**src/rtl/gcd_pkg.sv**
```systemverilog
// Shared types and constants for the iterative GCD unit.
// Holds the controller state encoding and the default operand width.
package gcd_pkg;

    localparam int unsigned GCD_NBITS = 16;

    typedef enum logic [1:0] {
        IDLE = 2'd0,
        CALC = 2'd1,
        DONE = 2'd2
    } gcd_state_e;

endpackage

```
**src/rtl/gcd_req_queue.sv**
```systemverilog
// Two-entry request buffer with val/rdy handshakes on both sides.
// Decouples the upstream source from the GCD controller.
module gcd_req_queue #(
    parameter int unsigned W = 32
) (
    input  logic         i_clk,
    input  logic         i_rst,
    input  logic         i_enq_val,
    output logic         o_enq_rdy,
    input  logic [W-1:0] i_enq_msg,
    output logic         o_deq_val,
    input  logic         i_deq_rdy,
    output logic [W-1:0] o_deq_msg
);

    logic [W-1:0] r_mem [2];
    logic         r_wr_ptr;
    logic         r_rd_ptr;
    logic [1:0]   r_count;
    logic         w_enq;
    logic         w_deq;

    assign o_enq_rdy = (r_count != 2'd2);
    assign o_deq_val = (r_count != 2'd0);
    assign o_deq_msg = r_mem[r_rd_ptr];
    assign w_enq     = i_enq_val && o_enq_rdy;
    assign w_deq     = o_deq_val && i_deq_rdy;

    always_ff @(posedge i_clk) begin
        if (w_enq) begin
            r_mem[r_wr_ptr] <= i_enq_msg;
        end
    end

    // One-bit pointers wrap 1->0 by simple inversion.
    always_ff @(posedge i_clk or posedge i_rst) begin
        if (i_rst) begin
            r_wr_ptr <= 1'b0;
            r_rd_ptr <= 1'b0;
            r_count  <= 2'd0;
        end else begin
            if (w_enq) begin
                r_wr_ptr <= ~r_wr_ptr;
            end
            if (w_deq) begin
                r_rd_ptr <= ~r_rd_ptr;
            end
            unique case ({w_enq, w_deq})
                2'b10:   r_count <= r_count + 2'd1;
                2'b01:   r_count <= r_count - 2'd1;
                default: r_count <= r_count;
            endcase
        end
    end

endmodule

```
**src/rtl/gcd_iter_unit.sv**
```systemverilog
// Iterative GCD by repeated subtraction and swap, one step per cycle.
// Requests are buffered in a 2-entry queue; responses return in order.
module gcd_iter_unit
    import gcd_pkg::*;
#(
    parameter int unsigned p_nbits = GCD_NBITS
) (
    input  logic                 clk,
    input  logic                 reset,
    input  logic                 req_val,
    output logic                 req_rdy,
    input  logic [2*p_nbits-1:0] req_msg,
    output logic                 resp_val,
    input  logic                 resp_rdy,
    output logic [p_nbits-1:0]   resp_msg
);

    logic                 w_q_val;
    logic                 w_q_rdy;
    logic [2*p_nbits-1:0] w_q_msg;
    gcd_state_e           r_state;
    gcd_state_e           w_next_state;
    logic [p_nbits-1:0]   r_a;
    logic [p_nbits-1:0]   r_b;
    logic                 w_a_lt_b;
    logic                 w_b_zero;
    logic [p_nbits-1:0]   w_diff;
    logic                 w_load;

    gcd_req_queue #(
        .W (2*p_nbits)
    ) u_req_queue (
        .i_clk     (clk),
        .i_rst     (reset),
        .i_enq_val (req_val),
        .o_enq_rdy (req_rdy),
        .i_enq_msg (req_msg),
        .o_deq_val (w_q_val),
        .i_deq_rdy (w_q_rdy),
        .o_deq_msg (w_q_msg)
    );

    assign w_a_lt_b = (r_a < r_b);
    assign w_b_zero = (r_b == '0);
    assign w_diff   = r_a - r_b;
    assign w_load   = w_q_val && w_q_rdy;

    always_comb begin
        w_next_state = r_state;
        w_q_rdy      = 1'b0;
        unique case (r_state)
            IDLE: begin
                w_q_rdy = 1'b1;
                if (w_q_val) begin
                    w_next_state = CALC;
                end
            end
            CALC: begin
                if (!w_a_lt_b && w_b_zero) begin
                    w_next_state = DONE;
                end
            end
            DONE: begin
                if (resp_rdy) begin
                    w_next_state = IDLE;
                end
            end
            default: w_next_state = IDLE;
        endcase
    end

    always_ff @(posedge clk or posedge reset) begin
        if (reset) begin
            r_state <= IDLE;
        end else begin
            r_state <= w_next_state;
        end
    end

    // The swap has priority, so the subtract only runs with A >= B.
    always_ff @(posedge clk or posedge reset) begin
        if (reset) begin
            r_a <= '0;
            r_b <= '0;
        end else if (w_load) begin
            r_a <= w_q_msg[2*p_nbits-1:p_nbits];
            r_b <= w_q_msg[p_nbits-1:0];
        end else if (r_state == CALC) begin
            if (w_a_lt_b) begin
                r_a <= r_b;
                r_b <= r_a;
            end else if (!w_b_zero) begin
                r_a <= w_diff;
            end
        end
    end

    assign resp_val = (r_state == DONE);
    assign resp_msg = resp_val ? r_a : '0;

endmodule
```
**config.mk**
```make
export PLATFORM = sky130hd
export DESIGN_NAME = gcd_iter_unit
export DESIGN_NICKNAME = d
export VERILOG_FILES = /design/src/rtl/gcd_pkg.sv /design/src/rtl/gcd_req_queue.sv /design/src/rtl/gcd_iter_unit.sv
export SDC_FILE = /design/constraint.sdc
export NUM_CORES = 1
export LEC_CHECK = 0
export BUFFER_PORTS_ARGS = -buffer_cell sky130_fd_sc_hd__buf_4
export CAP_MARGIN = 20
export CORE_ASPECT_RATIO = 0.6
export CORE_MARGIN = 4
export CORE_UTILIZATION = 64
export DETAILED_ROUTE_END_ITERATION = 10
export GPL_TIMING_DRIVEN = 0
export PLACE_DENSITY = 0.86
export SYNTH_ARGS = -nofsm -noshare
export SYNTH_HDL_FRONTEND = slang
export SYNTH_HIERARCHICAL = 1
export SYNTH_SLANG_ARGS = --single-unit
export TNS_END_PERCENT = 30
```
**constraint.sdc**
```tcl
create_clock -name clk -period 5.7 [get_ports clk]
set_input_delay 0.285 -clock clk [delete_from_list [all_inputs] [get_ports clk]]
set_output_delay 0.285 -clock clk [all_outputs]
set_load 0.05 [all_outputs]
```
==> results.cfg, run 1 <==
[yosys]
synth_edf_count = 64
synth_xor_area_share_pct = 1.82
syn_avg_cell_area_um2 = 11.9
synth_compound_area_share_pct = 14.4
yosys.area_share.adder_pct = 4.39
yosys.area_share.simple_pct = 11.3
yosysSeqAreaShare_pct = 54.2
synth-main-ff-cell = edfxtp_1
synth.top_cells.by_area = edfxtp_1 (36%), dfrtp_1 (18%), mux2_2 (6.6%)
async_reset_ff_share_pct = 37.3
netlist_area_um2 = 5300
mappedNetlistNets = 501
ys_warn_count = 6
synth_cell_type_count = 62
muxShareOfSynthArea_pct = 10.0
synth_cells = 447
synth_top_family_by_area = compound AO/OA/AOI/OAI gates
yosys.area.top_type = edfxtp_1
synth_seq_cells = 102
synth_top_area_share_pct = 36.3

[setup_path]
path_buf_inv = 3
crit_type = reg -> reg
r2r-end = r_b[6]
end_kind = flip-flop
regToRegSetupSlack_ns = 2.60
path_cells = inv_1 > ha_1 > fa_1 > nand2b_1 > a21o_1 > a211o_1 > and3_1 > buf_6 > o21ai_4 > buf_6 > mux2i_1 > o21ai_1
crit_arrival_ns = 3.31
critical_path.max_stage_delay_ns = 0.39
r2r_start = r_a[0]
cp_top_family = compound AO/OA/AOI/OAI gates
crit_path_start_kind = flip-flop
required_ns = 5.91
crit_path_top_delay_cell = fa_1
cpMostUsedCell = buf_6
r2r_cells = 12
cp_max_fo = 10

[timing]
hold_slack_ns = 0.114
fin_crit_ns = 3.10
hold_viol_final = 0
timing.final.max_slew_violations = 0
setup_viol = 0
slew_headroom_pct = 44.0
min_period_over_period_pct = 54.4
fmax_mhz = 323
rsz0062_at_grt = no
setup_ws_ns = 2.60
clock_skew_ns = 0.00869
tightest_slew_ns = 0.840
setup_tns_ns = 0

[cts]
cts_buffers = 9
path_clk_slew_ns = 0.07
htree_num_levels = 3
cts_setup_buffers = 0
clkSinkCount = 102
cts_tree = done
root_buffer = clkbuf_16
clock_latency_ns = 0.35
cts_buffer_depth = 2

[routing]
via_count = 4018
drc = 0
drtPass1Iterations = 5
viasPerCell = 6.41
antenna_left = 0
drt-initial-drc-count = 504
wire_per_inst_um = 21.0
routed_wl_mm = 13.2

[job]
maxCapViolCount = 0

[grt]
grt_pass1_wl_mm = 21.2
grt_remaining_overflow = 0
grt_max_degree = 33
grt_pass1_vias = 4073
grt_usage_pct = 28.2
antenna_found_initial = 0

[finish]
diodes = 0
fin_util_pct = 77.9
final_cells = 627
area_growth_pct = 17.4
fin_area_um2 = 6220
fin_nets = 568
final_layout_size_suffix_gt1_share_pct = 23.7

[floorplanning]
std_cell_rows = 25
start_util_pct = 66.4
dieArea_um2 = 9850
fp.dieW_um = 125
core_region_area_um2 = 7980
ios = 54
die_y_um = 78.5

[run_status]
outcome = completed

[power]
p_total_mw = 4.21
p_per_area_nw_per_um2 = 678
p_leak_nw = 2.54
peakVddDrop_uv = 390

[place]
gp_routability_congestion = 0.958
place_ws_ns = 2.65
dpl_cell_area_um2 = 5890
dp.cells = 610
portBuffers = 53
dp_hpwl_mm = 9.40

[min_path]
hold_depth = 1
hold_path.class = in -> reg
hp-start = req_msg[24]
hold_path_end = u_req_queue/r_mem[1][24]
[power by group]
group	internal, mW	leakage [nW]	total, mW	switching [mW]
combinational	1.03	1.33	2.30	1.28
sequential	1.06	1.04	1.24	0.179
clock	0.387	0.158	0.665	0.279
total	2.48	2.54	4.21	1.74
[registers in the layout, summed over array words and instances (netlist names)]
signal,flops
r_a,16
r_b,16
r_state,2
u_req_queue/r_count,2
u_req_queue/r_mem,64
u_req_queue/r_rd_ptr,1
u_req_queue/r_wr_ptr,1
[synthesized netlist by cell type, types with 10 or more instances]
cell type  count
a21oi_1       15
and2_1        15
dfrtp_1       38
edfxtp_1      64
ha_1          17
inv_1         23
mux2_2        31
mux2i_1       16
nand2_1       31
nor2_1        20
o211ai_1      10
o21a_1        11
o21ai_0       22
[worst max path at each step]
stage | from | end | slack (ns) | cells past startpoint
detailed placement | r_a[0] | r_b[6] | 2.65 | 12
global placement | u_req_queue/r_count[0] | u_req_queue/r_mem[0][22] | 2.40 | 3
CTS | r_a[0] | r_b[1] | 2.63 | 12
floorplan | u_req_queue/r_count[0] | u_req_queue/r_mem[0][0] | 2.84 | 3
finish | r_a[0] | r_b[6] | 2.60 | 12
global route | r_a[0] | r_b[6] | 2.46 | 12
[cell type report]
| class | count | area [µm²] |
|---|---|---|
| sequential | 102 | 2870 |
| multi-input combinational | 304 | 2230 |
| fill | 521 | 1760 |
| timing repair buffer | 56 | 455 |
| clock buffer | 9 | 225 |
| tap | 108 | 135 |
| buffer | 18 | 118 |
| clock inverter | 7 | 95.1 |
| inverter | 23 | 86.3 |
[cells by family (layout without fill, tap and decap cells)]
logic type,Yosys count,after routing
simple gates,117,117
compound gates,109,109
mux,49,49
xor+xnor,11,11
flops,102,102
fa+ha+maj,18,18
buf+inv,41,113
[worst register-to-register path: stages (launching register included)]
cell,delay [ns]
dfrtp_1,0.38
inv_1,0.07
ha_1,0.24
fa_1,0.39
nand2b_1,0.20
a21o_1,0.21
a211o_1,0.32
and3_1,0.18
buf_6,0.14
o21ai_4,0.27
buf_6,0.24
mux2i_1,0.24
o21ai_1,0.09
[metal layers]
metal | global-route usage [%] | part of all wire (%) | vias up | wire length (µm)
li1 | - | - | 1807 | -
met1 | 37.6 | 42 | 1975 | 5530
met2 | 46.7 | 47 | 215 | 6250
met3 | 6.80 | 9.2 | 21 | 1220
met4 | 7.79 | 1.4 | 0 | 186
met5 | 0 | 0 | - | 0
[cells in the final DEF, fill, tap and decap left out, types with 5 or more instances in the layout]
cell type,instances
edfxtp_1,64
buf_4,53
dfrtp_1,38
nand2_1,31
mux2_2,31
inv_1,23
o21ai_0,22
nor2_1,19
ha_1,17
mux2i_1,16
a21oi_1,15
and2_1,15
o21a_1,11
o211ai_1,10
o21ai_1,9
clkbuf_16,9
nand3_1,8
nor3_1,8
clkbuf_1,8
nand2b_1,7
xnor2_1,7
a21o_1,6
buf_6,6
a22o_1,6
nor4_1,5
nand4_1,5
[what timing repair did]
item / in CTS / in global routing
resized for setup: 0 / 0
hold endpoints to repair: 4 / 0
hold buffers: 1 / 0
No activity file was read; power rests on OpenSTA's default activity.
==> run 2, diff against run 1 <==
- CORE_UTILIZATION: 64 -> 59
- PLACE_DENSITY: 0.86 -> 0.8
- clock period: 5.7 -> 3.06 ns (I/O delays scaled with it)
==> results.cfg, run 2 (synthesized netlist as in run 1, its figures left out) <==
[finish]
biggestRegsByFlops = u_req_queue/r_mem x64, r_a x16, r_b x16
final_cells = 670
fin_area_um2 = 6610
area_growth_pct = 24.7
diodes = 0
largest_reg_flops = 64
nFillCells = 555
final_layout_size_suffix_gt1_share_pct = 23.7
layout_commonest_cell = edfxtp_1
fin_nets = 607
final_cell_mix = edfxtp_1 (64), buf_4 (58), dfrtp_1 (38), dlygate4sd3_1 (34)
max_flop_register = u_req_queue/r_mem

[cts]
cts_buffers = 9
cts_tree = done
htree_num_levels = 3
cts_buffer_depth = 2
root_buffer = clkbuf_16
path_clk_slew_ns = 0.08
clkSinkCount = 102
clock_latency_ns = 0.35

[timing]
tightest_slew_ns = 0.887
setup_tns_ns = 0
slew_headroom_pct = 40.9
hold_viol_final = 0
fin_crit_ns = 3.01
fmax_mhz = 333
timing.final.max_slew_violations = 0
setup_viol = 0
clock_skew_ns = 0.00886
min_period_over_period_pct = 98.2
rsz0062_at_grt = yes
hold_slack_ns = 0.192

[floorplanning]
fp.dieW_um = 130
start_util_pct = 61.5
ios = 54
dieArea_um2 = 10600
std_cell_rows = 26
core_region_area_um2 = 8620
die_y_um = 81.4

[routing]
antenna_left = 0
wire_per_inst_um = 21.2
viasPerCell = 6.29
drt-initial-drc-count = 578
drc = 0
routed_wl_mm = 14.2
drtPass1Iterations = 5
via_count = 4213

[power]
p_leak_nw = 2.70
p_total_mw = 8.19
peakVddDrop_uv = 614
p_per_area_nw_per_um2 = 1240

[grt]
grt_usage_pct = 28.1
grt_max_degree = 33
grt_pass1_wl_mm = 22.0
antenna_found_initial = 0
busiest_layer = met2
grt_pass1_vias = 4220
use_met1_pct = 38.7
grt_remaining_overflow = 0
grt_use_met2_pct = 44.8
use_met3_pct = 5.85

[setup_path]
critPathLaunch = r_b[0]
r2r_start = r_b[0]
crit_type = reg -> reg
crit_path_end = r_a[14]
cp_max_fo = 6
r2r-end = r_a[14]
crit_arrival_ns = 3.28
end_kind = flip-flop
regToRegSetupSlack_ns = 0.05
crit_path_start_kind = flip-flop
r2r_cells = 12
required_ns = 3.33

[place]
portBuffers = 53
dp.cells = 614
dp_hpwl_mm = 9.40
dpl_cell_area_um2 = 5890
gp_routability_congestion = 0.997

[min_path]
hold_path.class = in -> reg

[job]
maxCapViolCount = 0

[run_status]
outcome = completed
run 2: through the flow:
stage | worst slack, ns | util (%)
2_1_floorplan | 0.204 | -
3_3_place_gp | -0.286 | 67.7
6_report | 0.0541 | 76.6
5_1_grt | -0.0476 | 76.6
3_5_place_dp | 0.0790 | 68.3
4_1_cts | 0.0617 | 75.7
run 2: final cells by class:
cell class	instances	area, µm²	area share, %
Clock buffer	10	229	3.47
Buffer	18	121	1.84
Inverter	23	86.3	1.31
Timing Repair Buffer	95	848	12.8
Tap cell	112	140	2.12
Sequential cell	102	2870	43.5
Clock inverter	6	67.6	1.02
Multi-Input combinational cell	304	2240	33.9
run 2: critical path: stages, from the launching register on:
cell	delay, ns
dfrtp_1	0.43
ha_2	0.22
fa_1	0.39
nand2b_4	0.17
a21o_1	0.19
a211o_1	0.36
and3_1	0.18
buf_6	0.14
o21ai_4	0.30
buf_8	0.18
buf_4	0.11
o22ai_1	0.09
nor3_1	0.16
run 2: worst min path at each step:
stage,from,end,depth (start not counted)
after detailed placement,reset,u_req_queue/r_wr_ptr,2
after global routing,req_val,u_req_queue/r_wr_ptr,3
after floorplan,reset,u_req_queue/r_count[0],1
final,req_val,u_req_queue/r_wr_ptr,3
after CTS,req_val,u_req_queue/r_wr_ptr,3
after global placement,reset,u_req_queue/r_rd_ptr,2
run 2: timing repair:
item,CTS,global route
gates resized for setup,0,5
hold endpoints to repair,69,0
endpoints found under the setup margin,0,22
hold buffers,34,0
setup buffers,0,5
run 2: per-layer routing:
layer	up-vias	share of wire [%]	wire [µm]
met3	36	8.4	1200
met1	2081	42	6010
met5	-	0	0
li1	1877	-	-
met4	0	2.4	347
met2	219	47	6630
run 2: report_power, final:
part | leakage [nW] | switching, mW | internal (mW)
combinational | 1.51 | 2.56 | 2.14
clock | 0.139 | 0.530 | 0.640
sequential | 1.04 | 0.337 | 1.98
total | 2.70 | 3.42 | 4.76
